[src/rtl/mc_control_fsm.sv]
// Multi-cycle sequencing controller for the MIPS datapath (FETCH/DECODE/EXEC/MEM/WB).
// Define MC_CTRL_PERF_EN to add the cyc_cnt / inst_cnt performance counters.
module mc_control_fsm #(
    parameter int unsigned MEM_TIMEOUT = 15
) (
    input  logic        clk,
    input  logic        reset,
    input  logic [5:0]  op,
    input  logic [5:0]  fun,
    input  logic        zero,
    input  logic        dm_ack,
    output logic        ir_we,
    output logic        pc_we,
    output logic [1:0]  npc_sel,
    output logic [1:0]  regdst,
    output logic [1:0]  wd_sel,
    output logic        alusrc,
    output logic [2:0]  aluop,
    output logic        ext_sel,
    output logic        rf_we,
    output logic        dm_req,
    output logic        dm_we,
    output logic        illegal,
    output logic        ill_flag,
    output logic        mem_err,
    output logic [2:0]  state
`ifdef MC_CTRL_PERF_EN
    ,
    output logic [31:0] cyc_cnt,
    output logic [31:0] inst_cnt
`endif
);

    typedef enum logic [2:0] {
        FETCH  = 3'b000,
        DECODE = 3'b001,
        EXEC   = 3'b010,
        MEM    = 3'b011,
        WB     = 3'b100
    } state_t;

    typedef enum logic [3:0] {
        I_ILL, I_NOP, I_ADDU, I_SUBU, I_AND, I_OR, I_JR,
        I_ORI, I_LUI, I_LW, I_SW, I_BEQ, I_J, I_JAL
    } inst_t;

    typedef enum logic [2:0] {
        ALU_ADD = 3'b000,
        ALU_SUB = 3'b001,
        ALU_OR  = 3'b010,
        ALU_AND = 3'b011,
        ALU_LUI = 3'b100
    } alu_t;

    state_t     state_q, state_d;
    inst_t      inst;
    logic [3:0] wait_cnt;
    logic       mem_timeout;

    // The counter is compared one below the limit so the limit-th MEM cycle is the last one.
    assign mem_timeout = (wait_cnt == 4'(MEM_TIMEOUT - 1));
    assign state       = state_q;

    always_comb begin
        inst = I_ILL;
        case (op)
            6'b000000: begin
                case (fun)
                    6'b000000: inst = I_NOP;
                    6'b100001: inst = I_ADDU;
                    6'b100011: inst = I_SUBU;
                    6'b100100: inst = I_AND;
                    6'b100101: inst = I_OR;
                    6'b001000: inst = I_JR;
                    default:   inst = I_ILL;
                endcase
            end
            6'b001101: inst = I_ORI;
            6'b001111: inst = I_LUI;
            6'b100011: inst = I_LW;
            6'b101011: inst = I_SW;
            6'b000100: inst = I_BEQ;
            6'b000010: inst = I_J;
            6'b000011: inst = I_JAL;
            default:   inst = I_ILL;
        endcase
    end

    always_ff @(posedge clk or negedge reset) begin
        if (!reset) begin
            state_q  <= FETCH;
            wait_cnt <= '0;
            ill_flag <= 1'b0;
            mem_err  <= 1'b0;
        end else begin
            state_q  <= state_d;
            wait_cnt <= (state_q == MEM && state_d == MEM) ? wait_cnt + 4'd1 : '0;
            ill_flag <= ill_flag | illegal;
            mem_err  <= mem_err | (state_q == MEM && !dm_ack && mem_timeout);
        end
    end

    always_comb begin
        state_d = FETCH;
        case (state_q)
            FETCH:  state_d = DECODE;
            DECODE: state_d = (inst == I_ILL || inst == I_NOP) ? FETCH : EXEC;
            EXEC: begin
                case (inst)
                    I_ADDU, I_SUBU, I_AND, I_OR, I_ORI, I_LUI: state_d = WB;
                    I_LW, I_SW:                                 state_d = MEM;
                    default:                                    state_d = FETCH;
                endcase
            end
            MEM: begin
                if (dm_ack)
                    state_d = (inst == I_LW) ? WB : FETCH;
                else if (mem_timeout)
                    state_d = FETCH;
                else
                    state_d = MEM;
            end
            WB:      state_d = FETCH;
            default: state_d = FETCH;
        endcase
    end

    always_comb begin
        ir_we   = 1'b0;
        pc_we   = 1'b0;
        npc_sel = 2'b00;
        regdst  = 2'b00;
        wd_sel  = 2'b00;
        alusrc  = 1'b0;
        aluop   = ALU_ADD;
        ext_sel = 1'b0;
        rf_we   = 1'b0;
        dm_req  = 1'b0;
        dm_we   = 1'b0;
        illegal = 1'b0;
        if (reset) begin
            case (state_q)
                FETCH: ir_we = 1'b1;
                DECODE: begin
                    if (inst == I_ILL || inst == I_NOP) pc_we = 1'b1;
                    illegal = (inst == I_ILL);
                end
                EXEC: begin
                    case (inst)
                        I_ADDU: aluop = ALU_ADD;
                        I_SUBU: aluop = ALU_SUB;
                        I_AND:  aluop = ALU_AND;
                        I_OR:   aluop = ALU_OR;
                        I_ORI: begin
                            aluop  = ALU_OR;
                            alusrc = 1'b1;
                        end
                        I_LUI: begin
                            aluop  = ALU_LUI;
                            alusrc = 1'b1;
                        end
                        I_LW, I_SW: begin
                            aluop   = ALU_ADD;
                            alusrc  = 1'b1;
                            ext_sel = 1'b1;
                        end
                        I_BEQ: begin
                            aluop   = ALU_SUB;
                            pc_we   = 1'b1;
                            npc_sel = zero ? 2'b01 : 2'b00;
                        end
                        I_J: begin
                            pc_we   = 1'b1;
                            npc_sel = 2'b10;
                        end
                        I_JAL: begin
                            pc_we   = 1'b1;
                            npc_sel = 2'b10;
                            rf_we   = 1'b1;
                            regdst  = 2'b10;
                            wd_sel  = 2'b10;
                        end
                        I_JR: begin
                            pc_we   = 1'b1;
                            npc_sel = 2'b11;
                        end
                        default: ;
                    endcase
                end
                MEM: begin
                    // Address generation controls held from EXEC so the address stays stable.
                    aluop   = ALU_ADD;
                    alusrc  = 1'b1;
                    ext_sel = 1'b1;
                    dm_req  = 1'b1;
                    dm_we   = (inst == I_SW);
                    pc_we   = dm_ack ? (inst == I_SW) : mem_timeout;
                end
                WB: begin
                    rf_we = 1'b1;
                    pc_we = 1'b1;
                    case (inst)
                        I_LW: begin
                            regdst = 2'b00;
                            wd_sel = 2'b01;
                        end
                        I_ORI, I_LUI: regdst = 2'b00;
                        default:      regdst = 2'b01;
                    endcase
                end
                default: ;
            endcase
        end
    end

`ifdef MC_CTRL_PERF_EN
    always_ff @(posedge clk or negedge reset) begin
        if (!reset) begin
            cyc_cnt  <= '0;
            inst_cnt <= '0;
        end else begin
            cyc_cnt  <= cyc_cnt + 32'd1;
            inst_cnt <= inst_cnt + {31'd0, pc_we};
        end
    end
`endif

endmodule

[config.mk]
export PLATFORM = sky130hd
export DESIGN_NAME = mc_control_fsm
export DESIGN_NICKNAME = d
export VERILOG_FILES = /design/src/rtl/mc_control_fsm.sv
export SDC_FILE = /design/constraint.sdc
export NUM_CORES = 1
export LEC_CHECK = 0
export BUFFER_PORTS_ARGS = -buffer_cell sky130_fd_sc_hd__buf_2
export CELL_PAD_IN_SITES_DETAIL_PLACEMENT = 1
export CELL_PAD_IN_SITES_GLOBAL_PLACEMENT = 2
export CORE_UTILIZATION = 27
export DETAILED_ROUTE_END_ITERATION = 10
export PLACE_DENSITY = 0.79
export SETUP_SLACK_MARGIN = 0.1
export SLEW_MARGIN = 0
export SYNTH_ARGS = -nofsm -noshare
export SYNTH_HDL_FRONTEND = slang
export SYNTH_SLANG_ARGS = --single-unit
[constraint.sdc]
create_clock -name clk -period 4.9 [get_ports clk]
set_input_delay 1.225 -clock clk [delete_from_list [all_inputs] [get_ports clk]]
set_output_delay 1.225 -clock clk [all_outputs]
set_load 0.05 [all_outputs]
**Yosys cells after proc, flatten, opt, wreduce, memory -nomap -nowiden**

Memories as Yosys holds them, arrays and structs flattened.
Index checks and enable logic that the tools add are counted.

- Register bits after elaboration: 9
- Memories: 1
- Output and inout port bits: 22
- ROM bits: 48

Memories:

| name | words | bits a word | rd ports | clocked after Yosys merged registers in | write ports | RTL line | source |
|---|---|---|---|---|---|---|---|
| (name not given) | 16 | 3 | 1 | 0 | 0 | 109 | `case (inst)` |

- Reduce and logical (&&, ||, !) cells: 16
- Bitwise gates (word level): 2
- Add/sub/neg operators: 1
- Muxes and demuxes: 44
- Equality and inequality tests: 30

Operators by type and width:

| kind | number |
|---|---|
| $eq A6 B6 Y1 const B | 6 |
| $pmux W4 S8 | 1 |
| $eq A4 B4 Y1 const B | 7 |
| $pmux W3 S4 | 2 |
| $mux W1 | 21 |
| $eq A6 B4 Y1 const B | 3 |
| $pmux W3 S6 | 1 |
| $eq A4 B3 Y1 const B | 4 |
| $mux W2 | 7 |
| $eq A6 B2 Y1 const B | 2 |
| $logic_not A6 Y1 | 2 |
| $mux W3 | 4 |
| $eq A3 B2 Y1 const B | 3 |
| $pmux W2 S2 | 2 |
| $reduce_or A2 Y1 | 4 |
| $reduce_or A4 Y1 | 2 |
| $eq A6 B3 Y1 const B | 1 |
| $pmux W1 S2 | 3 |
| $pmux W2 S3 | 1 |
| $add A4 B1 Y4 const B | 1 |
| $eq A4 B1 Y1 const B | 1 |
| $eq A4 B2 Y1 const B | 1 |
| $logic_not A4 Y1 | 1 |
| $mux W4 | 1 |
| other kinds (9) | 12 |

**Longest topological paths before layout**

Gate-level depths: netlist of run 1.

- Depth after elaboration: 10
- Gate-level depth with buffers: 12

**Worst setup path before layout of run 1**

No wires, ideal clock.

- Path kind: input port to output port
- From: input fun[0]
- To: output regdst[0]
- Buffers on the path: 0
- Slack: -0.314 ns
- Cell stages on the path: 9
- Arrival: 3.989 ns
- Path through: or3_1 > a21oi_1 > a31oi_1 > o32ai_1 > inv_1 > ha_1 > o21ai_0 > nor2_1 > nor3b_1

- Word-level cells in the longest chain between the ends: 8
- Elaborated cells on any way between the ends: 15

RTL lines:

| what | RTL line | source |
|---|---|---|
| start, declared | 9 | `input logic [5:0] fun,` |
| $eq A6 B4 Y1 (tied with other cells) | 68 | `case (fun)` |
| $pmux W3 S6 * | 68 |  |
| $pmux W4 S8 * | 66 | `case (op)` |
| $eq A4 B4 Y1 or $eq A4 B3 Y1 (tied branches) | 202 | `case (inst)` |
| $reduce_or A3 Y1 (no line) * | n/a |  |
| $mux W1 * | 202 |  |
| $pmux W2 S2 * | 142 | `case (state_q)` |
| $mux W2 * | 141 | `if (reset) begin` |
| end, declared | 15 | `output logic [1:0] regdst,` |

Every way passes the cells marked *; elsewhere a longest branch is shown, timed or not.

**Final worst setup path of run 1**

- From: input fun[0]
- To: output pc_we

- Word-level cells in the longest chain between the ends: 8
- Elaborated cells on any way between the ends: 22

RTL lines:

| what | RTL line | source |
|---|---|---|
| $eq A6 B4 Y1 (tied with other cells) | 68 |  |
| $pmux W3 S6 * | 68 |  |
| $pmux W4 S8 * | 66 |  |
| $eq A4 B4 Y1 (tied with other cells) | 149 | `case (inst)` |
| $reduce_or A4 Y1 (no line) or $logic_or A1 B1 Y1 (tied branches) | n/a |  |
| $mux W1 (on tied branches) | 149, 145 |  |
| $pmux W1 S4 * | 142 |  |
| $mux W1 * | 141 |  |
| end, declared | 13 | `output logic pc_we,` |

Marks and branches as above.

==> results of run 1 <==
==> where the power goes <==
| part | switching (uW) | internal [uW] |
|---|---|---|
| Sequential | 13.9 | 82.5 |
| Clock | 31.4 | 56.9 |
| Combinational | 127 | 57.2 |
| Total | 173 | 197 |
==> layer usage <==
metal	GRT usage (%)	part of all wire [%]	vias to the layer above
met5	0	0	-
met4	5.11	1.5	0
met3	2.36	2.2	5
met2	28.6	49	20
met1	22.5	47	540
li1	-	-	560
==> kinds of logic (layout without fill, tap and decap cells) <==
family / after synthesis / after routing / synth area share (%)
XOR/XNOR: 3 / 3 / 2.56
AND/OR/NAND/NOR: 66 / 66 / 35.2
AO/OA/AOI/OAI: 30 / 30 / 23.3
buffers and inverters: 11 / 55 / 6.58
multiplexers: 2 / 2 / 1.95
adder cells (fa/ha/maj): 7 / 7 / 8.53
flip-flops: 9 / 9 / 21.9
==> cell usage after synthesis (3+ instances only) <==
| cell type | number |
|---|---|
| a31oi_1 | 4 |
| and3_1 | 4 |
| buf_6 | 3 |
| dfrtp_1 | 9 |
| ha_1 | 7 |
| inv_1 | 7 |
| nand2_1 | 13 |
| nand3_1 | 10 |
| nor2_1 | 15 |
| nor2b_1 | 3 |
| nor3_1 | 4 |
| o21ai_0 | 6 |
==> layout make-up <==
cell class,instances,area (sq um)
Inverter,7,26.3
Sequential cell,9,225
Multi-Input combinational cell,108,805
Timing Repair Buffer,44,255
Clock buffer,4,45.0
Tap cell,48,60.1
Fill cell,449,2240
==> through the flow <==
| step | power [uW] | setup slack (ns) | instances | hold slack (ns) | cell area, sq um |
|---|---|---|---|---|---|
| finish | 369 | 0.191 | 220 | 0.455 | 1420 |
| global route | 392 | 0.108 | 220 | 0.478 | 1420 |
| CTS | 364 | 0.106 | 220 | 0.459 | 1340 |
| detailed placement | 272 | 0.0134 | 215 | 0.447 | 1280 |
| global placement | 270 | 0.0890 | 215 | 0.442 | 1280 |
| floorplan | 222 | 0.162 | 128 | 0.454 | 1030 |
==> worst paths after layout <==
check | depth (start not counted) | start | slack, ns | to
max | 14 | fun[0] | 0.19 | pc_we
min | 1 | ill_flag | 0.46 | ill_flag
max reg2reg | 4 | state[2] | 3.49 | mem_err
min reg2reg | 1 | ill_flag | 0.46 | ill_flag
max in group asynchronous | 1 | reset | 3.77 | wait_cnt[0]
min in group asynchronous | 1 | reset | 0.88 | ill_flag
==> worst max-delay path: stages <==
cell	delay [ns]
buf_2	0.10
buf_4	0.14
nor4b_1	0.33
a31oi_1	0.08
o32a_1	0.39
inv_1	0.22
ha_4	0.18
inv_1	0.04
o21ai_1	0.11
nand2_1	0.07
mux2i_1	0.14
a221o_1	0.16
a21o_1	0.13
buf_6	0.15
==> placed cells by master, fill, tap and decap left out, drive strengths merged, types with 3 or more instances in the layout <==
master	synthesis	final
buf	4	43
nor2	15	15
nand2	13	13
nand3	10	10
dfrtp	9	9
inv	7	7
ha	7	7
o21ai	7	7
clkbuf	0	5
nor3	4	4
and3	4	4
a31oi	4	4
and2	4	4
nor2b	3	3
nor3b	3	3
==> repair_timing <==
action | 4_1_cts | 5_1_grt
endpoints found under the hold margin | 0 | 0
setup buffers | 1 | 1
pin swaps | 0 | 6
endpoints found under the setup margin | 2 | 3
gates resized for setup | 2 | 20
==> flip-flops by register name, indices dropped and copies added (netlist names) <==
signal    cells
wait_cnt      4
ill_flag      1
mem_err       1
state         3
==> metrics.md, run 1 <==
| Metric | Value |
|---|---|
| Status | finished clean |
| GRT Util Overall | 17.1% |
| VDD IR-drop max | 0.000131 V |
| P_leak | 0.000677 uW |
| Slew headroom | 72.3% |
| Number of global-route vias before repair | 1,117 |
| Final #Nets | 196 |
| Category of the worst setup path launch point | primary input |
| Die area | 4060 sq um |
| CP Data Arrival Time | 3.48 ns |
| Synth Flop Type | dfrtp_1 |
| N_diodes | 0 |
| Pwr dens | 261 nW/um^2 |
| CTS root buf | clkbuf_8 |
| CTS tree | yes |
| Post-synth EDFFs | 0 |
| Area growth syn-to-layout | 37.9% |
| Io pins | 38 |
| Worst-Skew Late Latency | 0.24 ns |
| Ranking of synthesized cells by area | dfrtp_1, ha_1, nor2_1 |
| Final Max Slew Viols | 0 |
| Largest net degree at the start of global routing | 18 |
| Die Width | 63.7 um |
| Tmin final | 4.71 ns |
| Dominant cell type by area after synthesis | dfrtp_1 |
| Drt pass-1 iters | 4 |
| Hold Crit Class | register to register |
| Core area | 3660 sq um |
| Crit path capture type | output port |
| Yosys reg bits | 9 |
| Ratio of cells with drive above 1 in the final layout | 37.8% |
| Crit path required time | 3.67 ns |
| Port-buffer cells | 37 |
| Hold buffers post-CTS | 0 |
| Routed vias | 1,125 |
| Cell Area, Synth | 1030 sq um |
| Synth warnings | 0 |
| Num CTS Buffers | 3 |
| Clk buf depth | 2 |
| Crit path max fanout | 5 |
| First-pass GRT wire length | 5.49 mm |
| Row count | 22 |
| Syn avg cell area | 8.03 sq um |
| Mapped Nets | 151 |
| RSZ-0062 raised after global routing | no |
| Fmax | 212 MHz |
| Seq/Total Area, Yosys | 21.9% |
| Die height | 63.7 um |
| Final Hold Fails | 0 |
| Synth cell types | 45 |
| Period utilization | 96.1% |
| CTS clk-pin slew, worst paths | 0.05 ns |
| Clock net sink count | 9 |
| Antenna violations before repair | 0 |
| Critical path class | primary input to output port |
| Clk_skew | 0.00143 ns |
| Post-synthesis async set-or-reset flop share | 100% |
| Gr ovfl total | 0 |
| Antenna Nets Post-Route | 0 |
| Worst-Margin Slew | 0.412 ns |
| Final setup violation count | 0 |
| Initial Utilization | 28.1% |
| H-tree Lvls | 1 |
| DR WL/cell | 14.5 um |
| Post-Route WL | 3.18 mm |
| Drt drc | 0 |
| GP Congestion | 0.821 |
| Post-Route Utilization | 38.7% |
| Setup TNS | 0 ns |
| DP Wirelength | 2.48 mm |
| Vias per inst | 5.11 |
| DRT iter0 DRCs | 52 |
| Max cap viols | 0 |
| Post-Syn Instances | 128 |
| Synth top area share | 21.9% |
Note: power is estimated with default switching activity, not from simulation.
==> inputs of run 2 (changes only) <==
Settings changed: ABC_AREA set to 1, CORE_UTILIZATION 27 to 25, PLACE_DENSITY 0.79 to 0.78.
==> metrics.md, run 2 <==
| Metric | Value |
|---|---|
| Post-Route WL | 3.14 mm (-1.4%) |
| DR WL/cell | 12.0 um (-17%) |
| Post-synth EDFFs | 0 (unchanged) |
| Antenna Nets Post-Route | 0 (unchanged) |
| Final Hold Fails | 0 (unchanged) |
| GRT Util Overall | 14.9% (-2.2 points) |
| Pwr dens | 254 nW/um^2 (-2.4%) |
| Status | finished clean |
| Combinational power share | 49.5% (-0.5 points) |
| Synth warnings | 0 (unchanged) |
| Cell total after placement | 258 (+20%) |
| Gr ovfl total | 0 (unchanged) |
| CP Data Arrival Time | 3.23 ns (-0.25 ns) |
| Hold buffers post-CTS | 0 (unchanged) |
| Io pins | 38 (unchanged) |
| Sw power | 172 uW (-0.13%) |
| Worst-Margin Slew | 0.449 ns (+0.0373 ns) |
| N_diodes | 0 (unchanged) |
| H-tree Lvls | 1 (unchanged) |
| P_int | 182 uW (-7.3%) |
| Core area | 4120 sq um (+12%) |
| First-pass GRT wire length | 5.34 mm (-2.6%) |
| Switching share of power | 48.6% (+1.9 points) |
| Setup TNS | 0 ns (unchanged) |
| Die height | 68.3 um (+7.3%) |
| Number of fill cells | 564 (+26%) |
| Largest register FFs | 4 (unchanged) |
| Clock net sink count | 9 (unchanged) |
| GP Congestion | 0.771 (-6.1%) |
| Most common cell in the netlist | nor2_1 |
| Row count | 23 (+4.5%) |
| Most used routing layer | met2 |
| Flop pwr share | 26.1% (about the same) |
| DRT iter0 DRCs | 41 (-21%) |
| Clock power frac | 24.4% (+0.5 points) |
| Vias per inst | 4.69 (-8.2%) |
| Most frequent cells in the layout | buf_2, nor2_1, inv_1, nand2_1, nand3_1 |
| Clk buf depth | 2 (unchanged) |
| Category of the worst setup path launch point | primary input |
| Crit path capture type | output port |
| Critical path class | primary input to output port |
| Post-synthesis async set-or-reset flop share | 100% (unchanged) |
| Dominant cell type by area after synthesis | dfrtp_1 |
| Max cap viols | 0 (unchanged) |
| Largest net degree at the start of global routing | 14 (-4) |
| Antenna violations before repair | 0 (unchanged) |
| Met2 GRT Util | 26.2% (-2.4 points) |
| Ranking of synthesized cells by area | dfrtp_1, nor2_1, nand3_1 |
| Register area | 225 sq um (unchanged) |
| Port-buffer cells | 37 (unchanged) |
| Die area | 4670 sq um (+15%) |
| CTS tree | yes |
| Tmin final | 4.46 ns (-0.253 ns) |
| Clk_skew | 0.000797 ns (-0.000635 ns) |
| Die Width | 68.3 um (+7.3%) |
| Drt pass-1 iters | 4 (unchanged) |
| Initial Utilization | 26.7% (-1.3 points) |
| CTS root buf | clkbuf_8 |
| R2r setup slk | 3.60 ns (+0.11 ns) |
| Seq/Total Area, Yosys | 20.5% (-1.4 points) |
| Final Max Slew Viols | 0 (unchanged) |
| Largest register by flop count | wait_cnt |
| Final setup violation count | 0 (unchanged) |
| RSZ-0062 raised after global routing | no |
| Worst-Skew Late Latency | 0.23 ns (about the same) |
| Met3 usage | 2.00% (-0.36 points) |
| Crit path max fanout | 5 (unchanged) |
| Routed vias | 1,230 (+9.3%) |
| Fmax | 224 MHz (+5.7%) |
| P_leak | 0.000762 uW (+13%) |
| DP Wirelength | 2.65 mm (+7.0%) |
| Drt drc | 0 (unchanged) |
| Syn avg cell area | 6.39 sq um (-20%) |
| Dpl cell area | 1350 sq um (+5.1%) |
| CTS clk-pin slew, worst paths | 0.04 ns (about the same) |
| VDD IR-drop max | 0.000236 V (+81%) |
| Most frequent cells after synthesis | nor2_1, inv_1, nand2_1 |
| Synth cell types | 27 (-40%) |
| Final setup margin | 0.444 ns (+0.253 ns) |
| Slew headroom | 69.8% (-2.5 points) |
| Post-Syn Instances | 172 (+34%) |
| Num CTS Buffers | 3 (unchanged) |
| Final #Nets | 236 (+20%) |
| Number of global-route vias before repair | 1,220 (+9.2%) |
| Mapped Nets | 195 (+29%) |
| Setup Buffers After CTS | 0 (-1) |
| Finished layout cell area | 1390 sq um (-1.6%) |
| Ratio of cells with drive above 1 in the final layout | 32.5% (-5.2 points) |
| Synth top area share | 20.5% (-1.4 points) |
| Yosys reg bits | 9 (unchanged) |
| Layout Cells excl Fill | 262 (+19%) |
| Pre-CTS setup slack | 0.349 ns (+0.335 ns) |
| Cell Area, Synth | 1100 sq um (+7.1%) |
| Synth Flop Type | dfrtp_1 |
| Commonest non-fill, non-tap cell in the layout | buf_2 |
| Hold Crit Class | register to register |
| Period utilization | 90.9% (-5.2 points) |
| Area growth syn-to-layout | 26.7% |
| Multi-input gate area | 763 sq um (-5.1%) |
| Crit path required time | 3.67 ns (about the same) |
| Met1 usage | 18.4% (-4.1 points) |
## run 2: cell count changes after synthesis, moves of 4 or more
| cell | delta |
|---|---|
| inv_1 | +20 |
| a31oi_1 | -4 |
| a21oi_1 | +5 |
| nor2_1 | +16 |
| nor2_4 | +6 |
| nand3_1 | +12 |
| o21ai_0 | -5 |
| nand2_1 | +12 |
| nand3_2 | +4 |
| nand4_1 | +4 |
| nand2_2 | +7 |
## run 2: final timing paths
check	startpoint	endpoint	depth (start not counted)
max	op[2]	pc_we	15
min	ill_flag	ill_flag	1
max reg2reg	state[0]	ill_flag	5
min reg2reg	ill_flag	ill_flag	1
max in group asynchronous	reset	wait_cnt[2]	1
min in group asynchronous	reset	mem_err	1
## run 2: routing by layer
layer / part of all wire (%) / vias to the layer above
met5: 0 / -
met4: 1.9 / 0
met3: 3.7 / 6
met2: 47 / 26
met1: 48 / 568
li1: - / 630
## run 2: worst max-delay path, stage by stage
cell,delay (ns)
buf_2,0.13
nand2_1,0.09
inv_1,0.05
nand3_2,0.12
nand3_1,0.08
a21oi_1,0.29
inv_1,0.12
ha_1,0.27
nor2_2,0.17
nor2_1,0.07
a21oi_1,0.18
a21oi_1,0.09
nor2_1,0.09
nor2_1,0.04
buf_2,0.20
## run 2: cells by family after synthesis
group	Yosys count	share of synthesized area [%]
compound gates	13	7.17
flops	9	20.5
fa+ha+maj	7	7.96
buf+inv	31	10.9
simple gates	110	51.9
xor+xnor	2	1.59
## run 2: power by group through the flow
stage | Sequential (uW) | Combinational, uW | Clock, uW
6_report | 92.6 | 176 | 86.5
3_3_place_gp | 93.2 | 177 | 0
5_1_grt | 94.1 | 195 | 91.9
4_1_cts | 92.6 | 178 | 90.4
2_1_floorplan | 115 | 106 | 0
3_5_place_dp | 93.6 | 178 | 0
## run 2: stage by stage
step                      total power [uW]  util (%)  hold slack [ns]
after floorplan                        221         -            0.454
after global placement                 270      32.7            0.446
after detailed placement               271      32.7            0.448
after CTS                              361      33.8            0.465
after global routing                   381      33.9            0.479
final                                  355      33.9            0.459
## run 2: area by class of cell
type | instances | area share [%]
Multi-Input combinational cell | 132 | 54.8
Inverter | 30 | 8.08
Clock buffer | 4 | 3.23
Sequential cell | 9 | 16.2
Tap cell | 50 | 4.49
Timing Repair Buffer | 37 | 13.3
## run 2: repair_timing
| action | CTS | global route |
|---|---|---|
| endpoints found under the hold margin | 0 | 0 |
| endpoints found under the setup margin | 0 | 1 |
| gates resized for setup | 0 | 1 |
